--- config.mk ---
export PLATFORM = sky130hd
export DESIGN_NAME = regfile_wb_arbiter
export DESIGN_NICKNAME = d
export VERILOG_FILES = /design/src/rtl/regfile_wb_pkg.sv /design/src/rtl/regfile_wb_arbiter_fifo.sv /design/src/rtl/regfile_wb_arbiter.sv
export SDC_FILE = /design/constraint.sdc
export NUM_CORES = 1
export LEC_CHECK = 0
export CORE_ASPECT_RATIO = 1.4
export CORE_MARGIN = 8
export CORE_UTILIZATION = 48
export CTS_CLUSTER_SIZE = 16
export DETAILED_ROUTE_END_ITERATION = 10
export PLACE_DENSITY = 0.76
export SYNTH_ARGS = -nofsm -noshare
export SYNTH_HDL_FRONTEND = slang
export SYNTH_HIERARCHICAL = 1
export SYNTH_SLANG_ARGS = --single-unit
--- constraint.sdc ---
create_clock -name clk -period 2.6 [get_ports clk]
set_input_delay 0.39 -clock clk [delete_from_list [all_inputs] [get_ports clk]]
set_output_delay 0.39 -clock clk [all_outputs]
set_load 0.01 [all_outputs]
--- src/rtl/regfile_wb_pkg.sv ---
// Shared types for the register-file writeback arbiter.
// Entry layout, writeback source tags and the PC register index.
package regfile_wb_pkg;

    localparam int WB_DW = 32;
    localparam logic [3:0] PC_IDX = 4'd15;

    typedef struct packed {
        logic [3:0]       wa;
        logic [WB_DW-1:0] wd;
    } wb_entry_t;

    typedef enum logic {
        SRC_ALU = 1'b0,
        SRC_LD  = 1'b1
    } wb_src_e;

endpackage

--- src/rtl/regfile_wb_arbiter_fifo.sv ---
// Small circular queue of writeback entries with a per-slot
// valid/address view used to build the busy vector.
module wb_fifo
    import regfile_wb_pkg::*;
#(
    parameter int DEPTH = 2
) (
    input  logic                  clk,
    input  logic                  reset,
    input  logic                  push_i,
    input  wb_entry_t             entry_i,
    input  logic                  pop_i,
    output logic                  full_o,
    output logic                  empty_o,
    output wb_entry_t             head_o,
    output logic [DEPTH-1:0]      vld_o,
    output logic [DEPTH-1:0][3:0] wa_o
);

    localparam int AW = $clog2(DEPTH);

    wb_entry_t     mem_q [DEPTH];
    logic [AW-1:0] rd_q, wr_q;
    logic [AW:0]   cnt_q;
    logic          do_push, do_pop;
    logic [AW-1:0] off;

    assign full_o  = (cnt_q == (AW+1)'(DEPTH));
    assign empty_o = (cnt_q == '0);
    assign do_push = push_i && !full_o;
    assign do_pop  = pop_i && !empty_o;
    assign head_o  = mem_q[rd_q];

    always_ff @(posedge clk) begin
        if (do_push) begin
            mem_q[wr_q] <= entry_i;
        end
    end

    always_ff @(posedge clk or posedge reset) begin
        if (reset) begin
            rd_q  <= '0;
            wr_q  <= '0;
            cnt_q <= '0;
        end else begin
            if (do_push) begin
                wr_q <= wr_q + 1'b1;
            end
            if (do_pop) begin
                rd_q <= rd_q + 1'b1;
            end
            unique case ({do_push, do_pop})
                2'b10:   cnt_q <= cnt_q + 1'b1;
                2'b01:   cnt_q <= cnt_q - 1'b1;
                default: cnt_q <= cnt_q;
            endcase
        end
    end

    // A slot is live when its distance from the read pointer is below count
    always_comb begin
        vld_o = '0;
        wa_o  = '0;
        off   = '0;
        for (int i = 0; i < DEPTH; i++) begin
            off      = AW'(i) - rd_q;
            vld_o[i] = ({1'b0, off} < cnt_q);
            wa_o[i]  = mem_q[i].wa;
        end
    end

endmodule

--- src/rtl/regfile_wb_arbiter.sv ---
// Two-source writeback arbiter for the register-file write port.
// Optional decode forwarding taps: define REGFILE_WB_FWD_EN.
module regfile_wb_arbiter
    import regfile_wb_pkg::*;
#(
    parameter int DEPTH    = 2,
    parameter int MAX_WAIT = 3,
    parameter int DW       = 32
) (
    input  logic          clk,
    input  logic          reset,
    input  logic          alu_valid,
    output logic          alu_ready,
    input  logic [3:0]    alu_wa,
    input  logic [DW-1:0] alu_wd,
    input  logic          ld_valid,
    output logic          ld_ready,
    input  logic [3:0]    ld_wa,
    input  logic [DW-1:0] ld_wd,
    output logic          we3,
    output logic [3:0]    wa3,
    output logic [DW-1:0] wd3,
    output logic          pc_we,
    output logic [DW-1:0] pc_wd,
    output logic [15:0]   busy
`ifdef REGFILE_WB_FWD_EN
    ,
    input  logic [3:0]    fra1,
    input  logic [3:0]    fra2,
    output logic          fwd1_hit,
    output logic          fwd2_hit,
    output logic [DW-1:0] fwd1_data,
    output logic [DW-1:0] fwd2_data
`endif
);

    localparam int AGW = $clog2(MAX_WAIT + 1);

    wb_entry_t alu_in, ld_in, alu_head, ld_head, sel_e;
    logic alu_full, alu_empty, ld_full, ld_empty;
    logic alu_pop, ld_pop, sel_vld, pick_ld;
    wb_src_e sel_src;
    logic [DEPTH-1:0]      alu_vld, ld_vld;
    logic [DEPTH-1:0][3:0] alu_wav, ld_wav;

    logic [AGW-1:0] ld_age_q, ld_age_d;
    logic           we3_q, we3_d, pc_we_q, pc_we_d;
    logic [3:0]     wa3_q, wa3_d;
    logic [DW-1:0]  wd3_q, wd3_d, pc_wd_q, pc_wd_d;

    assign alu_in    = '{wa: alu_wa, wd: alu_wd};
    assign ld_in     = '{wa: ld_wa, wd: ld_wd};
    assign alu_ready = !alu_full;
    assign ld_ready  = !ld_full;

    wb_fifo #(.DEPTH(DEPTH)) u_alu_q (
        .clk     (clk),
        .reset   (reset),
        .push_i  (alu_valid && alu_ready),
        .entry_i (alu_in),
        .pop_i   (alu_pop),
        .full_o  (alu_full),
        .empty_o (alu_empty),
        .head_o  (alu_head),
        .vld_o   (alu_vld),
        .wa_o    (alu_wav)
    );

    wb_fifo #(.DEPTH(DEPTH)) u_ld_q (
        .clk     (clk),
        .reset   (reset),
        .push_i  (ld_valid && ld_ready),
        .entry_i (ld_in),
        .pop_i   (ld_pop),
        .full_o  (ld_full),
        .empty_o (ld_empty),
        .head_o  (ld_head),
        .vld_o   (ld_vld),
        .wa_o    (ld_wav)
    );

    // ALU has priority until the load head has lost MAX_WAIT times
    always_comb begin
        pick_ld = !ld_empty
               && (alu_empty || ld_age_q == AGW'(MAX_WAIT));
        sel_vld = !alu_empty || !ld_empty;
        sel_src = pick_ld ? SRC_LD : SRC_ALU;
        sel_e   = (sel_src == SRC_LD) ? ld_head : alu_head;
        alu_pop = sel_vld && (sel_src == SRC_ALU);
        ld_pop  = sel_vld && (sel_src == SRC_LD);
    end

    always_comb begin
        ld_age_d = ld_age_q;
        if (ld_empty || ld_pop) begin
            ld_age_d = '0;
        end else if (ld_age_q != AGW'(MAX_WAIT)) begin
            ld_age_d = ld_age_q + 1'b1;
        end
    end

    always_comb begin
        we3_d   = 1'b0;
        pc_we_d = 1'b0;
        wa3_d   = wa3_q;
        wd3_d   = wd3_q;
        pc_wd_d = pc_wd_q;
        if (sel_vld) begin
            if (sel_e.wa == PC_IDX) begin
                pc_we_d = 1'b1;
                pc_wd_d = sel_e.wd;
            end else begin
                we3_d = 1'b1;
                wa3_d = sel_e.wa;
                wd3_d = sel_e.wd;
            end
        end
    end

    always_ff @(posedge clk or posedge reset) begin
        if (reset) begin
            ld_age_q <= '0;
            we3_q    <= 1'b0;
            wa3_q    <= '0;
            wd3_q    <= '0;
            pc_we_q  <= 1'b0;
            pc_wd_q  <= '0;
        end else begin
            ld_age_q <= ld_age_d;
            we3_q    <= we3_d;
            wa3_q    <= wa3_d;
            wd3_q    <= wd3_d;
            pc_we_q  <= pc_we_d;
            pc_wd_q  <= pc_wd_d;
        end
    end

    assign we3   = we3_q;
    assign wa3   = wa3_q;
    assign wd3   = wd3_q;
    assign pc_we = pc_we_q;
    assign pc_wd = pc_wd_q;

    always_comb begin
        busy = '0;
        for (int i = 0; i < DEPTH; i++) begin
            if (alu_vld[i]) busy[alu_wav[i]] = 1'b1;
            if (ld_vld[i])  busy[ld_wav[i]]  = 1'b1;
        end
        if (we3_q)   busy[wa3_q]  = 1'b1;
        if (pc_we_q) busy[PC_IDX] = 1'b1;
    end

`ifdef REGFILE_WB_FWD_EN
    assign fwd1_hit  = we3_q && (wa3_q == fra1) && (fra1 != PC_IDX);
    assign fwd2_hit  = we3_q && (wa3_q == fra2) && (fra2 != PC_IDX);
    assign fwd1_data = fwd1_hit ? wd3_q : '0;
    assign fwd2_data = fwd2_hit ? wd3_q : '0;
`endif

endmodule

# After elaboration in Yosys (flattened, before gate mapping)

Memory sizes are Yosys's and may differ from the RTL's.
Cells that the tools add are included.

Flip-flop bits (word level): 80
Bits in writable memories: 144
Input bits: 76
Output and inout port bits: 88
Word-level logic and storage cells: 114
Memories kept: 2

Memories:

| name          | depth | width | read ports | clocked after memory_dff | wr ports | RTL line                      | text |
|---|---|---|---|---|---|---|---|
| u_alu_q.mem_q | 2     | 36    | 3          | 0                        | 1        | regfile_wb_arbiter_fifo.sv:22 | `wb_entry_t mem_q [DEPTH];` |
| u_ld_q.mem_q  | 2     | 36    | 3          | 0                        | 1        | regfile_wb_arbiter_fifo.sv:22 |  |

$add $sub $neg: 13
Order comparisons: 14
Equal/unequal tests: 9
Multiplexer cells: 30
Bitwise operators: 6
Reduce and logical (&&, ||, !) cells: 28

Operators by type and width:

| cell                                                                          | count |
|---|---|
| 16-bit 2-to-1 mux                                                             | 5 |
| 16-bit bitwise OR                                                             | 4 |
| 36-bit 2-to-1 mux                                                             | 1 |
| 4-bit by 5-bit less-than comparator with 1-bit output (second input constant) | 5 |
| 1-bit demux with 4-bit select                                                 | 5 |
| 4-bit by 1-bit >= comparator with 1-bit output (second input constant)        | 5 |
| 1-bit 2-to-1 mux                                                              | 15 |
| 1-bit logical AND                                                             | 14 |
| 2-bit equality test (second input constant)                                   | 5 |
| 1-bit by 2-bit less-than comparator with 1-bit output                         | 4 |
| 2-bit one-hot mux with 2 select lines                                         | 2 |
| 2-bit by 1-bit adder with 2-bit output (second input constant)                | 3 |
| 2-bit nonzero test                                                            | 3 |
| 1-bit adder (second input constant)                                           | 4 |
| 2-bit by 1-bit equality test with 1-bit output (second input constant)        | 2 |
| 4-bit equality test (second input constant)                                   | 1 |
| 1-bit logical NOT                                                             | 4 |
| 2-bit logical NOT                                                             | 2 |
| 2-bit 2-to-1 mux                                                              | 2 |
| 2-bit AND reduction                                                           | 2 |
| 1-bit subtractor (first input constant)                                       | 4 |
| 2-bit by 1-bit subtractor with 2-bit output (second input constant)           | 2 |
| 1-bit logical OR                                                              | 3 |
| 2-bit inequality test (second input constant)                                 | 1 |
| 1-bit NOT                                                                     | 2 |

# Logic depth before layout (Yosys ltp)

Word-level depth: 14
Mapped depth: 10
Gate-level depth less buffers: 9

# By module

The synthesis kept the hierarchy.

Modules (own cells, without submodules):

| module             | instances | cells an instance | area an instance (um^2) |
|---|---|---|---|
| wb_fifo            | 2         | 142               | 2885.3 |
| regfile_wb_arbiter | 1         | 344               | 4047.6 |

# Worst setup path before layout

OpenSTA, ideal clock, no wires.

Path kind: register -> register
Start point: register u_alu_q.cnt_q[0]
End point: memory u_alu_q/mem_q[0][0] (netlist name) (enable)
Data arrival time: 2.366 ns
Path slack: -0.195 ns
Cell stages (with the launch flop): 6
Path buffers: 0
Period minus slack after synthesis: 2.795 ns
Cell sequence: dfrtp_1 -> nand2b_1 -> inv_1 -> nor2b_1 -> nand2_1 -> nor2_1

Cells in the longest elaborated chain, start to end: 6

RTL lines:

| element                                  | RTL line                                                | text |
|---|---|---|
| start: declaration                       | regfile_wb_arbiter_fifo.sv:24                           | `logic [AW:0] cnt_q;` |
| start signal: assignment                 | regfile_wb_arbiter_fifo.sv:53                           | `2'b10: cnt_q <= cnt_q + 1'b1;` |
| start signal: assignment                 | regfile_wb_arbiter_fifo.sv:54                           | `2'b01: cnt_q <= cnt_q - 1'b1;` |
| start signal: assignment                 | regfile_wb_arbiter_fifo.sv:55                           | `default: cnt_q <= cnt_q;` |
| 2-bit equality test *                    | regfile_wb_arbiter_fifo.sv:28                           | `assign full_o = (cnt_q == (AW+1)'(DEPTH));` |
| named net alu_full                       | regfile_wb_arbiter.sv:40                                | `logic alu_full, alu_empty, ld_full, ld_empty;` |
| 1-bit logical NOT *                      | regfile_wb_arbiter_fifo.sv:30, regfile_wb_arbiter.sv:53 |  |
| 1-bit logical AND                        | regfile_wb_arbiter.sv:59                                | `.push_i (alu_valid && alu_ready),` |
| 1-bit logical AND *                      | regfile_wb_arbiter_fifo.sv:30                           | `assign do_push = push_i && !full_o;` |
| 1-bit 2-to-1 mux *                       | regfile_wb_arbiter_fifo.sv:35                           | `if (do_push) begin` |
| 1-bit 2-to-1 mux (implied by the code) * | regfile_wb_arbiter_fifo.sv:36                           | `mem_q[wr_q] <= entry_i;` |
| end: declaration                         | regfile_wb_arbiter_fifo.sv:22                           |  |

Mark *: on every way through the listed nets, which the timed path passes. The rest lies on a longest branch.

# Final worst setup path

Start point: register u_ld_q.rd_q
End point: output port busy[10]

Elaborated cells on any way between the ends: 11
Those cells by class: add/sub: 2; order compare: 2; mux: 4; bitwise: 3

RTL lines:

| element                                                 | RTL line                      | text |
|---|---|---|
| start: declaration                                      | regfile_wb_arbiter_fifo.sv:23 | `logic [AW-1:0] rd_q, wr_q;` |
| start signal: assignment                                | regfile_wb_arbiter_fifo.sv:50 | `rd_q <= rd_q + 1'b1;` |
| 1-bit subtractor *                                      | regfile_wb_arbiter_fifo.sv:66 | `off = AW'(i) - rd_q;` |
| 1-bit by 2-bit less-than comparator with 1-bit output * | regfile_wb_arbiter_fifo.sv:67 | `vld_o[i] = ({1'b0, off} < cnt_q);` |
| named net ld_vld[1]                                     | regfile_wb_arbiter.sv:43      | `logic [DEPTH-1:0] alu_vld, ld_vld;` |
| 16-bit 2-to-1 mux *                                     | regfile_wb_arbiter.sv:148     | `if (ld_vld[i]) busy[ld_wav[i]] = 1'b1;` |
| 16-bit bitwise OR (no source line)                      | n/a                           |  |
| 16-bit 2-to-1 mux *                                     | regfile_wb_arbiter.sv:150     | `if (we3_q) busy[wa3_q] = 1'b1;` |
| end: declaration                                        | regfile_wb_arbiter.sv:25      | `output logic [15:0] busy` |

Marks and branches as above.

==> impl_summary.log <==
[metrics] max-slew violations: 0
[metrics] status: finished clean
[metrics] Clock transition at path regs: 60 ps
[metrics] ratio of total power to cell area: 1300 nW/um^2
[metrics] maximum frequency from static timing analysis: 0.393 GHz
[metrics] floorplan die width: 137 um
[metrics] final period demand of the worst path: 2540 ps
[metrics] TritonCTS Buffers: 22
[metrics] nature of the critical path startpoint: flip-flop
[metrics] number of sinks handled by clock tree synthesis: 224
[metrics] transition at the pin with the smallest max-transition slack: 595 ps
[metrics] clock tree from TritonCTS: built
[metrics] most frequent cells in the layout: clkdlybuf4s50_1 (147), edfxtp_1 (144), mux2_2 (143)
[metrics] cell row count: 62
[metrics] antenna viol nets, final: 0
[metrics] most area-consuming cells after synthesis: edfxtp_1 (44%), dfrtp_1 (20%), mux2_2 (16%)
[metrics] worst hold path class: input pin to async pin
[metrics] number of setup violations in the final report: 0
[metrics] internal reg-to-reg setup slack: 300 ps
[metrics] Bufs on Longest Clock Path: 3
[metrics] initial standard-cell utilization of the core: 0.483
[metrics] detail-routed net length per standard cell: 23.7 um
[metrics] number of levels in the clock H-tree: 1
[metrics] Routed Wire Length: 25,900 um
[metrics] worst hold margin: 218 ps
[metrics] largest net degree at the start of global routing: 43
[metrics] detailed-route DRC error count: 0
[metrics] fill cell instance count of the final layout: 1,525
[metrics] antenna violations before repair: 1
[metrics] post-synthesis instance area: 9820 sq um
[metrics] MaxCap Viol Count: 0
[metrics] total number of vias: 6,039
[metrics] Synth Instances: 628
[metrics] peak fanout along the critical path: 8
[metrics] yosys synthesis warning count: 6
[metrics] area after detailed placement: 11,700 sq um
[metrics] GRT overflow: 0
[metrics] largest area contributor in the synthesized netlist: edfxtp_1
[metrics] core utilization of the finished layout: 0.624
[metrics] sum of negative setup slack: 0 ps
[metrics] first-pass iteration count of the detailed router: 7
[metrics] share of the clock period used by the worst path after layout: 0.978
[metrics] overall track demand over capacity in global routing: 0.204
[metrics] vertical die dimension: 185 um
[metrics] sequential element share of the synthesized area: 0.644
[metrics] Root Buffer: clkbuf_16
[metrics] global-route wire length before repair: 39,300 um
[metrics] Fin Clk Skew: 13.2 ps
[metrics] number of distinct library cells after synthesis: 45
[metrics] hold bufs inserted after CTS: 0
[metrics] number of top-level design ports: 164
[metrics] fraction of synthesized cell area taken by the top area cell type: 0.440
[metrics] Syn Area/Cell: 15.6 sq um
[metrics] most frequent standard cell in the layout excluding fill and tap cells: clkdlybuf4s50_1
[metrics] post-layout net count: 897
[metrics] Die ar.: 25,400 sq um
[metrics] Req. time, crit path: 2210 ps
[metrics] post-synthesis sequential element count: 224
[metrics] vias per std cell: 5.54
[metrics] number of global-route vias before repair: 6,788
[metrics] static leakage power: 0.00491 uW
[metrics] number of hold violations in the final report: 0
[metrics] Rel. slew slack: 0.603
[metrics] Arr. time, crit path: 2150 ps
[metrics] placeable core area: 20,300 sq um
[metrics] path type of the worst setup path: flip-flop to primary output
[metrics] post-DP HPWL: 18,100 um
[metrics] Port Buffers: 163
[metrics] ratio of cells with drive above 1 in the final layout: 0.349
[metrics] final non-filler cell area: 12,700 sq um
[metrics] post-synthesis net count: 707
[metrics] count of routing violations after the opening detailed-route iteration: 267
[metrics] VDD IR-drop max: 0.000880 V
[metrics] area delta synth->final: 29.2%
[metrics] clock network latency to the later pin of the worst-skew pair: 500 ps
[metrics] Final Wtd Congestion: 0.919
[metrics] CP Capture Type: primary output
[where the power goes]
part           switching [uW]  internal, uW  total, uW
Clock                    1270          2150       3420
Combinational            3340          3920       7260
Sequential                699          5120       5820
[per-layer routing]
layer	routed length, um	vias up	GRT usage
li1	-	2700	-
met1	8980	3054	0.207
met2	14500	221	0.397
met3	1410	64	0.0356
met4	1030	0	0.0863
met5	0	-	0
[final timing paths]
check,end,cells after the start,start
setup / recovery,busy[10],8,u_ld_q/rd_q
hold / removal,u_alu_q/wr_q,2,reset
setup reg to reg,pc_wd[25],8,u_alu_q/mem_q[1][33]
hold reg to reg,ld_age_q[0],1,ld_age_q[0]
max in group asynchronous,wd3[1],3,reset
min in group clk,ld_age_q[0],1,ld_age_q[0]
[cell type report]
class / count / area (sq um) / share of cell area
repair buffers: 206 / 1960 / 0.155
inverters: 13 / 50.0 / 0.00395
well taps: 256 / 320 / 0.0253
multi-input cells: 351 / 3210 / 0.253
diodes: 1 / 2.50 / 0.000197
clock buffers: 32 / 659 / 0.0520
clock inverters: 8 / 141 / 0.0111
flip-flops and latches: 224 / 6340 / 0.500
[cells in the mapped netlist, drive strengths merged]
cell type  instances
inv               13
o21a               4
a21oi              5
and3               4
or3b               2
o221ai             1
nor3b              7
clkbuf             6
xnor2              8
nor2b              8
nand3             14
nor4b              1
nand3b             6
a31oi              1
a211o              1
nor2              30
o22ai              9
or4                1
mux2i              1
and3b              1
ha                 3
xor2               2
a221oi             2
a21o               5
edfxtp           144
nand4              6
a211oi             1
nor3              12
o21bai             1
dfrtp             80
nand2             22
buf               34
mux2             168
a22oi              4
nand2b            15
nor4               1
o22a               5
[per-stage QoR]
stage	total power (uW)	std cells	setup WS (ps)
floorplan	10100	628	335
global placement	12700	1029	134
detailed placement	13000	1029	80.4
CTS	16600	1082	-26.2
global route	17300	1091	-1.52
finish	16500	1091	57.0
[critical path: stages, from the launching register on]
cell and delay, ps:
dfrtp_2 420, buf_6 160, a21o_4 230, nand3b_1 210, buf_4 160, o22ai_1 50
nor2_1 100, nand2_1 50, dlygate4sd2_1 280
[flip-flops by register name, indices dropped and copies added, names as in the netlist, 2 cells and up]
signal         cells
u_alu_q/mem_q     72
u_ld_q/mem_q      72
pc_wd             32
wd3               32
wa3                4
ld_age_q           2
u_alu_q/cnt_q      2
u_ld_q/cnt_q       2
[repair_timing]
item,CTS,global route
endpoints found under the setup margin,16,12
pin swaps,3,3
resized for setup,37,26
buffers inserted,13,8
[kinds of logic (layout without fill, tap and decap cells)]
kind of cell | after synthesis | in the layout | synth area share
other | 0 | 1 | 0
AO/OA/AOI/OAI | 39 | 39 | 0.0307
flip-flops | 224 | 224 | 0.644
adder cells (fa/ha/maj) | 3 | 3 | 0.00382
XOR/XNOR | 10 | 10 | 0.00892
buffers and inverters | 53 | 259 | 0.0387
AND/OR/NAND/NOR | 130 | 130 | 0.0698
multiplexers | 169 | 169 | 0.204
Power figures use the tool's default switching activity.
